**config.mk**
```make
export PLATFORM = sky130hd
export DESIGN_NAME = branch_resolver
export DESIGN_NICKNAME = d
export VERILOG_FILES = /design/src/rtl/branch_resolver.sv
export SDC_FILE = /design/constraint.sdc
export NUM_CORES = 1
export LEC_CHECK = 0
export ABC_AREA = 0
export BUFFER_PORTS_ARGS = -buffer_cell sky130_fd_sc_hd__buf_2
export CAP_MARGIN = 10
export CORE_ASPECT_RATIO = 2
export CORE_MARGIN = 2
export CORE_UTILIZATION = 35
export DETAILED_ROUTE_END_ITERATION = 8
export SYNTH_ARGS = -nofsm -noshare
export SYNTH_HDL_FRONTEND = slang
export SYNTH_SLANG_ARGS = --single-unit
```
**constraint.sdc**
```tcl
create_clock -name clk -period 7.65 [get_ports clk]
set_input_delay 2.295 -clock clk [delete_from_list [all_inputs] [get_ports clk]]
set_output_delay 2.295 -clock clk [all_outputs]
set_load 0.02 [all_outputs]
```
**src/rtl/branch_resolver.sv**
```systemverilog
// Resolves fetch-time next-PC predictions: jumps in ID, conditional branches in EX.
// Drives BTB/BHT update strobes, redirect/flush controls and saturating statistics.
module branch_resolver #(
  parameter int WORD_SIZE = 16,
  parameter int CNT_WIDTH = 16
) (
  input  logic                 clk,
  input  logic                 reset,
  input  logic                 stall,
  input  logic                 if_valid,
  input  logic [WORD_SIZE-1:0] if_pc,
  input  logic [WORD_SIZE-1:0] if_predicted_pc,
  input  logic                 id_is_jump,
  input  logic [WORD_SIZE-1:0] id_jump_target,
  input  logic                 id_is_branch,
  input  logic [WORD_SIZE-1:0] id_branch_target,
  input  logic                 ex_branch_taken,
  output logic                 update_tag,
  output logic [WORD_SIZE-1:0] pc_for_btb_update,
  output logic [WORD_SIZE-1:0] branch_target_for_btb_update,
  output logic                 update_bht,
  output logic [WORD_SIZE-1:0] pc_real,
  output logic                 branch_correct_or_notCorrect,
  output logic                 redirect_valid,
  output logic [WORD_SIZE-1:0] redirect_pc,
  output logic                 flush_if,
  output logic                 flush_id,
  output logic [CNT_WIDTH-1:0] branch_count,
  output logic [CNT_WIDTH-1:0] mispredict_count
);

  localparam logic [WORD_SIZE-1:0] WORD_ONE = WORD_SIZE'(1);
  localparam logic [CNT_WIDTH-1:0] CNT_ONE  = CNT_WIDTH'(1);
  localparam logic [CNT_WIDTH-1:0] CNT_MAX  = '1;

  logic                 ifid_valid_reg;
  logic [WORD_SIZE-1:0] ifid_pc_reg;
  logic [WORD_SIZE-1:0] ifid_pred_reg;

  logic                 idex_valid_reg;
  logic                 idex_is_branch_reg;
  logic [WORD_SIZE-1:0] idex_pc_reg;
  logic [WORD_SIZE-1:0] idex_pred_reg;
  logic [WORD_SIZE-1:0] idex_target_reg;

  logic [CNT_WIDTH-1:0] branch_count_reg;
  logic [CNT_WIDTH-1:0] mispredict_count_reg;

  logic                 ex_resolve;
  logic                 ex_correct;
  logic                 ex_mispredict;
  logic [WORD_SIZE-1:0] ex_pc_real;
  logic                 id_live;
  logic                 id_jump;
  logic                 id_branch;
  logic                 jump_mispredict;

  always_comb begin
    ex_resolve      = idex_valid_reg & idex_is_branch_reg;
    ex_pc_real      = ex_branch_taken ? idex_target_reg : idex_pc_reg + WORD_ONE;
    ex_correct      = (idex_pred_reg == ex_pc_real);
    ex_mispredict   = ex_resolve & ~ex_correct;
    // An EX mispredict means the ID instruction is on the wrong path.
    id_live         = ifid_valid_reg & ~stall & ~ex_mispredict;
    id_jump         = id_live & id_is_jump;
    id_branch       = id_live & id_is_branch & ~id_is_jump;
    jump_mispredict = id_jump & (ifid_pred_reg != id_jump_target);
  end

  always_comb begin
    update_tag                   = id_jump | id_branch;
    pc_for_btb_update            = '0;
    branch_target_for_btb_update = '0;
    update_bht                   = ex_resolve | id_jump;
    pc_real                      = '0;
    branch_correct_or_notCorrect = 1'b0;
    redirect_valid               = ex_mispredict | jump_mispredict;
    redirect_pc                  = '0;
    flush_if                     = ex_mispredict | jump_mispredict;
    flush_id                     = ex_mispredict;

    if (update_tag) begin
      pc_for_btb_update            = ifid_pc_reg;
      branch_target_for_btb_update = id_jump ? id_jump_target : id_branch_target;
    end

    // EX owns the BHT port; a same-cycle ID jump loses only its BHT write.
    if (ex_resolve) begin
      pc_real                      = ex_pc_real;
      branch_correct_or_notCorrect = ex_correct;
    end else if (id_jump) begin
      pc_real                      = id_jump_target;
      branch_correct_or_notCorrect = ~jump_mispredict;
    end

    if (ex_mispredict) begin
      redirect_pc = ex_pc_real;
    end else if (jump_mispredict) begin
      redirect_pc = id_jump_target;
    end
  end

  always_ff @(posedge clk or posedge reset) begin
    if (reset) begin
      ifid_valid_reg       <= 1'b0;
      ifid_pc_reg          <= '0;
      ifid_pred_reg        <= '0;
      idex_valid_reg       <= 1'b0;
      idex_is_branch_reg   <= 1'b0;
      idex_pc_reg          <= '0;
      idex_pred_reg        <= '0;
      idex_target_reg      <= '0;
      branch_count_reg     <= '0;
      mispredict_count_reg <= '0;
    end else begin
      if (flush_if) begin
        ifid_valid_reg <= 1'b0;
      end else if (!stall) begin
        ifid_valid_reg <= if_valid;
        ifid_pc_reg    <= if_pc;
        ifid_pred_reg  <= if_predicted_pc;
      end

      if (flush_id || stall) begin
        idex_valid_reg <= 1'b0;
      end else begin
        idex_valid_reg     <= ifid_valid_reg;
        idex_is_branch_reg <= id_is_branch;
        idex_pc_reg        <= ifid_pc_reg;
        idex_pred_reg      <= ifid_pred_reg;
        idex_target_reg    <= id_branch_target;
      end

      if (update_bht && branch_count_reg != CNT_MAX) begin
        branch_count_reg <= branch_count_reg + CNT_ONE;
      end
      if (update_bht && !branch_correct_or_notCorrect && mispredict_count_reg != CNT_MAX) begin
        mispredict_count_reg <= mispredict_count_reg + CNT_ONE;
      end
    end
  end

  assign branch_count     = branch_count_reg;
  assign mispredict_count = mispredict_count_reg;

endmodule

```
==> Yosys cells after proc, flatten, opt, wreduce, memory -nomap -nowiden <==
Cells that the tools add are included.
{ "totals": {"ff_bits": 115, "inputBits": 71, "out_inout_bits": 102, "wordCells": 54} }
{ "op_classes": {"add_sub_neg": 3, "eq_ne": 5, "muxes": 13, "bitwise_logic": 17, "reduce_logical": 6} }
{ "op_table": {"columns": ["cell", "count"], "rows": [
  ["2-to-1 mux 16 bit", 8],
  ["adder 16 x 1 -> 16 bit, second input constant", 3],
  ["inequality test 16 bit, second input constant", 2],
  ["== test 16 bit", 1],
  ["inequality test 16 bit", 1],
  ["AND 1 bit", 8],
  ["NOT 1 bit", 6],
  ["2-to-1 mux 1 bit", 5],
  ["logical AND 1 bit", 3],
  ["bitwise OR 1 bit", 3],
  ["inequality test 2 x 1 -> 1 bit, second input constant", 1],
  ["AND reduction 2 bit", 1],
  ["zero test 1 bit", 1],
  ["logical OR 1 bit", 1]
]} }

==> Longest topological paths before layout <==
{ "depth": {"word_depth": 15, "mapped_depth": 13, "ltp_nobuf": 10} }

==> Least setup slack after synthesis <==
No wires, ideal clock.
{ "synth_timing": {"path_type": "input to output", "start": "input port ex_branch_taken", "end": "output port branch_correct_or_notCorrect", "arrival_time_ps": 4598, "required_time_ps": 5355, "path_slack_ps": 757, "cell_stages": 10, "path_buffers": 5, "cell_sequence": "buf_2 -> clkbuf_1 -> buf_1 -> nor2_1 -> a211oi_1 -> nand4_1 -> or4_1 -> clkbuf_1 -> buf_2 -> a21oi_1"} }
{ "synth_via": {"elab_chain_len": 11} }
{ "synth_lines": {"columns": ["element", "line", "rtl"], "rows": [
  ["from (decl)", "17", "input logic ex_branch_taken,"],
  ["2-to-1 mux 16 bit (*)", "60", "ex_pc_real = ex_branch_taken ? idex_target_reg : idex_pc_reg + WORD_ONE;"],
  ["== test 16 bit (*)", "61", "ex_correct = (idex_pred_reg == ex_pc_real);"],
  ["NOT 1 bit", "62", "ex_mispredict = ex_resolve & ~ex_correct;"],
  ["AND 1 bit", "62", null],
  ["NOT 1 bit", "64", "id_live = ifid_valid_reg & ~stall & ~ex_mispredict;"],
  ["AND 1 bit", "64", null],
  ["AND 1 bit", "65", "id_jump = id_live & id_is_jump;"],
  ["AND 1 bit", "67", "jump_mispredict = id_jump & (ifid_pred_reg != id_jump_target);"],
  ["NOT 1 bit", "93", "branch_correct_or_notCorrect = ~jump_mispredict;"],
  ["2-to-1 mux 1 bit", "91", "end else if (id_jump) begin"],
  ["2-to-1 mux 1 bit (*)", "88", "if (ex_resolve) begin"],
  ["to (decl)", "23", "output logic branch_correct_or_notCorrect,"]
]} }
Mark *: on every way between the ends. The rest lies on a longest branch, timed or not.

==> Final worst setup path <==
{ "layout_timing": {"start": "input port ex_branch_taken", "end": "output port pc_for_btb_update[6]"} }
{ "layout_via": {"elab_chain_len": 10, "word_cells_on_any_way": 11, "cone_classes": "eq/ne (1); mux (2); bitwise (8)"} }
{ "layout_lines": {"columns": ["element", "line", "rtl"], "rows": [
  ["2-to-1 mux 16 bit (*)", "60", null],
  ["== test 16 bit (*)", "61", null],
  ["NOT 1 bit (*)", "62", null],
  ["AND 1 bit (*)", "62", null],
  ["NOT 1 bit (*)", "64", null],
  ["AND 1 bit (*)", "64", null],
  ["AND 1 bit (2 in series)", "66", "id_branch = id_live & id_is_branch & ~id_is_jump;"],
  ["bitwise OR 1 bit (*)", "71", "update_tag = id_jump | id_branch;"],
  ["2-to-1 mux 16 bit (*)", "82", "if (update_tag) begin"],
  ["to (decl)", "19", "output logic [WORD_SIZE-1:0] pc_for_btb_update,"]
]} }
Marked as above.

==> out/results.tsv <==
stage	metric	value	unit
outcome	outcome	complete, no violations	
synthesis	synth_seq_cells	115	
cts	numCtsBuffers	17	
cts	cts_root_buf	clkbuf_16	
critical_path	cp-start-kind	input pin	
critical_path	cp_slowest_cell	buf_4	
final_layout	syn_to_final_growth	26.3	%
synthesis	synth_top_area_share	43.0	%
routing	first_pass_iters	4	
timing	finalCritPeriodShare	94.4	%
routing	drc	0	
grt	grt_pass1_wl	32600	um
synthesis	synth_nets	737	
synthesis	synth.area.top_cells	dfrtp_1 (43%), mux2_2 (8.2%), xnor2_1 (6.8%)	
timing	tns	0	ps
timing	final_max_slew_viol_count	0	
grt	grt_usage	21.5	%
power_and_ir_drop	leakage	4.08	nW
final_layout	drive_above_1_share	36.3	%
final_layout	nFillCells	1838	
timing	slew-limit-headroom	24.0	%
cts	cts_resized	0	
critical_path	crit_family	buffers and inverters	
critical_path	crit_arrival	4930	ps
floorplanning	dieArea	20300	um^2
synthesis	synth.distinct_cells	59	
place	place_area	7790	um^2
routing	drt_iter0_markers	222	
power_and_ir_drop	ir_drop	0.175	mV
power_and_ir_drop	p_per_area	291	nW/um^2
floorplanning	initial_core_util	35.7	%
routing	num_vias	5604	
final_layout	final_cell_mix	buf_2 (172), dfrtp_1 (115), nor2_1 (54), xnor2_1 (52)	
grt	antenna_found_initial	1	
routing	m1WireLength	7710	um
synthesis	synthCells	663	
final_layout	final_common_cell	buf_2	
place	portBuffers	172	
synthesis	yosysTopAreaCell	dfrtp_1	
cts	cts_max_path_buffers	2	
critical_path	crit_buf_inv	4	
grt	grt_remaining_overflow	0	
cts	clkSinkCount	115	
cts	insertion_delay	420	ps
synthesis	ys_seq_area_share	43.0	%
timing	period_needed	7220	ps
final_layout	fin_area	8460	um^2
critical_path	worstPathMaxFanout	27	
synthesis	synth_flop_cell	dfrtp_1	
cts	cts_tree	built	
routing	top_layer_used	met4	
critical_path	cp_cell_sequence	buf_2 -> buf_4 -> nor2b_1 -> o41a_1 -> a221oi_2 -> xor2_1 -> o2111ai_1 -> o31ai_4 -> nand3_2 -> inv_2 -> and3_1 -> buf_2	
cts	cts.clk_slew.worst_paths	60	ps
synthesis	syn_area_per_cell	10.1	um^2
timing	clock.fmax	138	MHz
routing	postRouteAntennaNets	0	
synthesis	syn_area	6700	um^2
floorplanning	io-pin-count	173	
floorplanning	die_h	200	um
critical_path	crit_type	input pin to primary output	
timing	fin_skew	13.7	ps
synthesis	synth_edf_count	0	
hold_path	hp-class	register to register	
critical_path	cp_common_cell	buf_2	
job	cap_violations	0	
final_layout	final_nets	903	
timing	rsz0062_at_grt	false	
timing	setup_viol	0	
cts	holdBufCountCts	0	
floorplanning	rows	71	
cts	h-tree-depth	4	
routing	wl	21200	um
floorplanning	die_x	102	um
timing	worst_slew_pin_slew	1140	ps
place	place_congestion	0.981	
synthesis	async_reset_ff_share	100	%
cts	cts_setup_buffers	0	
place	dp_hpwl	16100	um
grt	grt_max_degree	62	
synthesis	ys_warn_count	0	
routing	via_per_inst	5.10	
routing	wl_met3	715	um
critical_path	cp.required	5360	ps
critical_path	cpPeakStageDelay	340	ps
grt	grt_pass1_vias	5768	
routing	dr_wl_met2	12100	um
timing	final_hold_viol_count	0	
critical_path	critPathCaptureType	primary output	
floorplanning	core_region_area	18700	um^2
routing	wire_per_inst	19.3	um
## metal layers
metal / vias up / GRT usage [%]
li1: 2687 / -
met1: 2726 / 22.4
met2: 155 / 40.6
met3: 36 / 3.67
met4: 0 / 10.2
met5: - / 0
## metrics by stage
stage               util (%)  instances  power, W  hold WS [ps]  worst slack (ps)
floorplan                  -        663   0.00134           480               757
global route            45.1       1098   0.00259           499               220
finish                  45.1       1098   0.00246           488               428
CTS                     45.1       1097   0.00248           490               441
global placement        41.6       1065   0.00156           473               458
detailed placement      41.6       1065   0.00157           477               447
## logic make-up after synthesis
group                      share of synthesized area [%]
muxes                                               16.0
buffers and inverters                               3.89
DFF                                                 43.0
adders and majority gates                          0.560
and+or+nand+nor                                     17.7
xor gates and xnor gates                            9.81
AOI/OAI and AO/OA                                   9.02
## worst register-to-register path: stages, from the launching register on
cell and delay [ps]:
dfrtp_1 550, nand4_1 280, o41a_1 500, a221oi_2 270, xor2_1 190, o2111ai_1 260
o31ai_4 320, buf_4 280, and2_2 940, mux2_2 450
## cell type report
class	count	area [um^2]	share of cell area, %
repair buffers	188	981	11.6
multi-input cells	496	3570	42.2
well taps	255	319	3.77
clock buffers	22	464	5.49
diodes	1	2.50	0.0296
inverters	11	43.8	0.518
flip-flops and latches	115	2880	34.0
clock inverters	10	203	2.40
## power breakdown
part	switching, W	internal, W	total [W]	leakage [nW]
Sequential	0.000172	0.000733	0.000905	1.40
Combinational	0.000349	0.000304	0.000653	2.36
Clock	0.000278	0.000626	0.000904	0.324
Total	0.000799	0.00166	0.00246	4.08
## synth_stat cells, types with 2 or more instances
master / count
nand3_1: 44
nor4_1: 5
or4_1: 2
a211oi_1: 3
nand3b_1: 2
xor2_1: 23
nand2_1: 49
nor2b_1: 4
buf_2: 9
buf_1: 3
and3_1: 38
inv_1: 8
buf_6: 3
a21oi_1: 27
buf_4: 8
xnor2_1: 52
a21o_1: 2
clkinv_1: 2
nor4bb_1: 2
nor3_1: 2
nand4_1: 18
mux2i_1: 7
mux2_4: 30
o211ai_1: 2
ha_1: 3
clkbuf_1: 17
a22o_1: 2
o21ai_0: 37
a22oi_1: 5
a31oi_1: 2
nor2_1: 54
mux2_2: 49
nor3b_1: 2
and2_1: 8
dfrtp_1: 115
## worst paths after layout
path                             startpoint                   end  slack, ps  cells after the start
max                         ex_branch_taken  pc_for_btb_update[6]        430                     12
min                        branch_count[14]      branch_count[14]        490                      1
max reg2reg                  idex_pc_reg[3]      idex_pred_reg[8]       3500                      9
min reg2reg                branch_count[14]      branch_count[14]        490                      1
max in group asynchronous             reset     idex_pred_reg[13]       4360                      3
min in group asynchronous             reset   mispredict_count[8]       2000                      2
(Power assumes the default switching activity.)
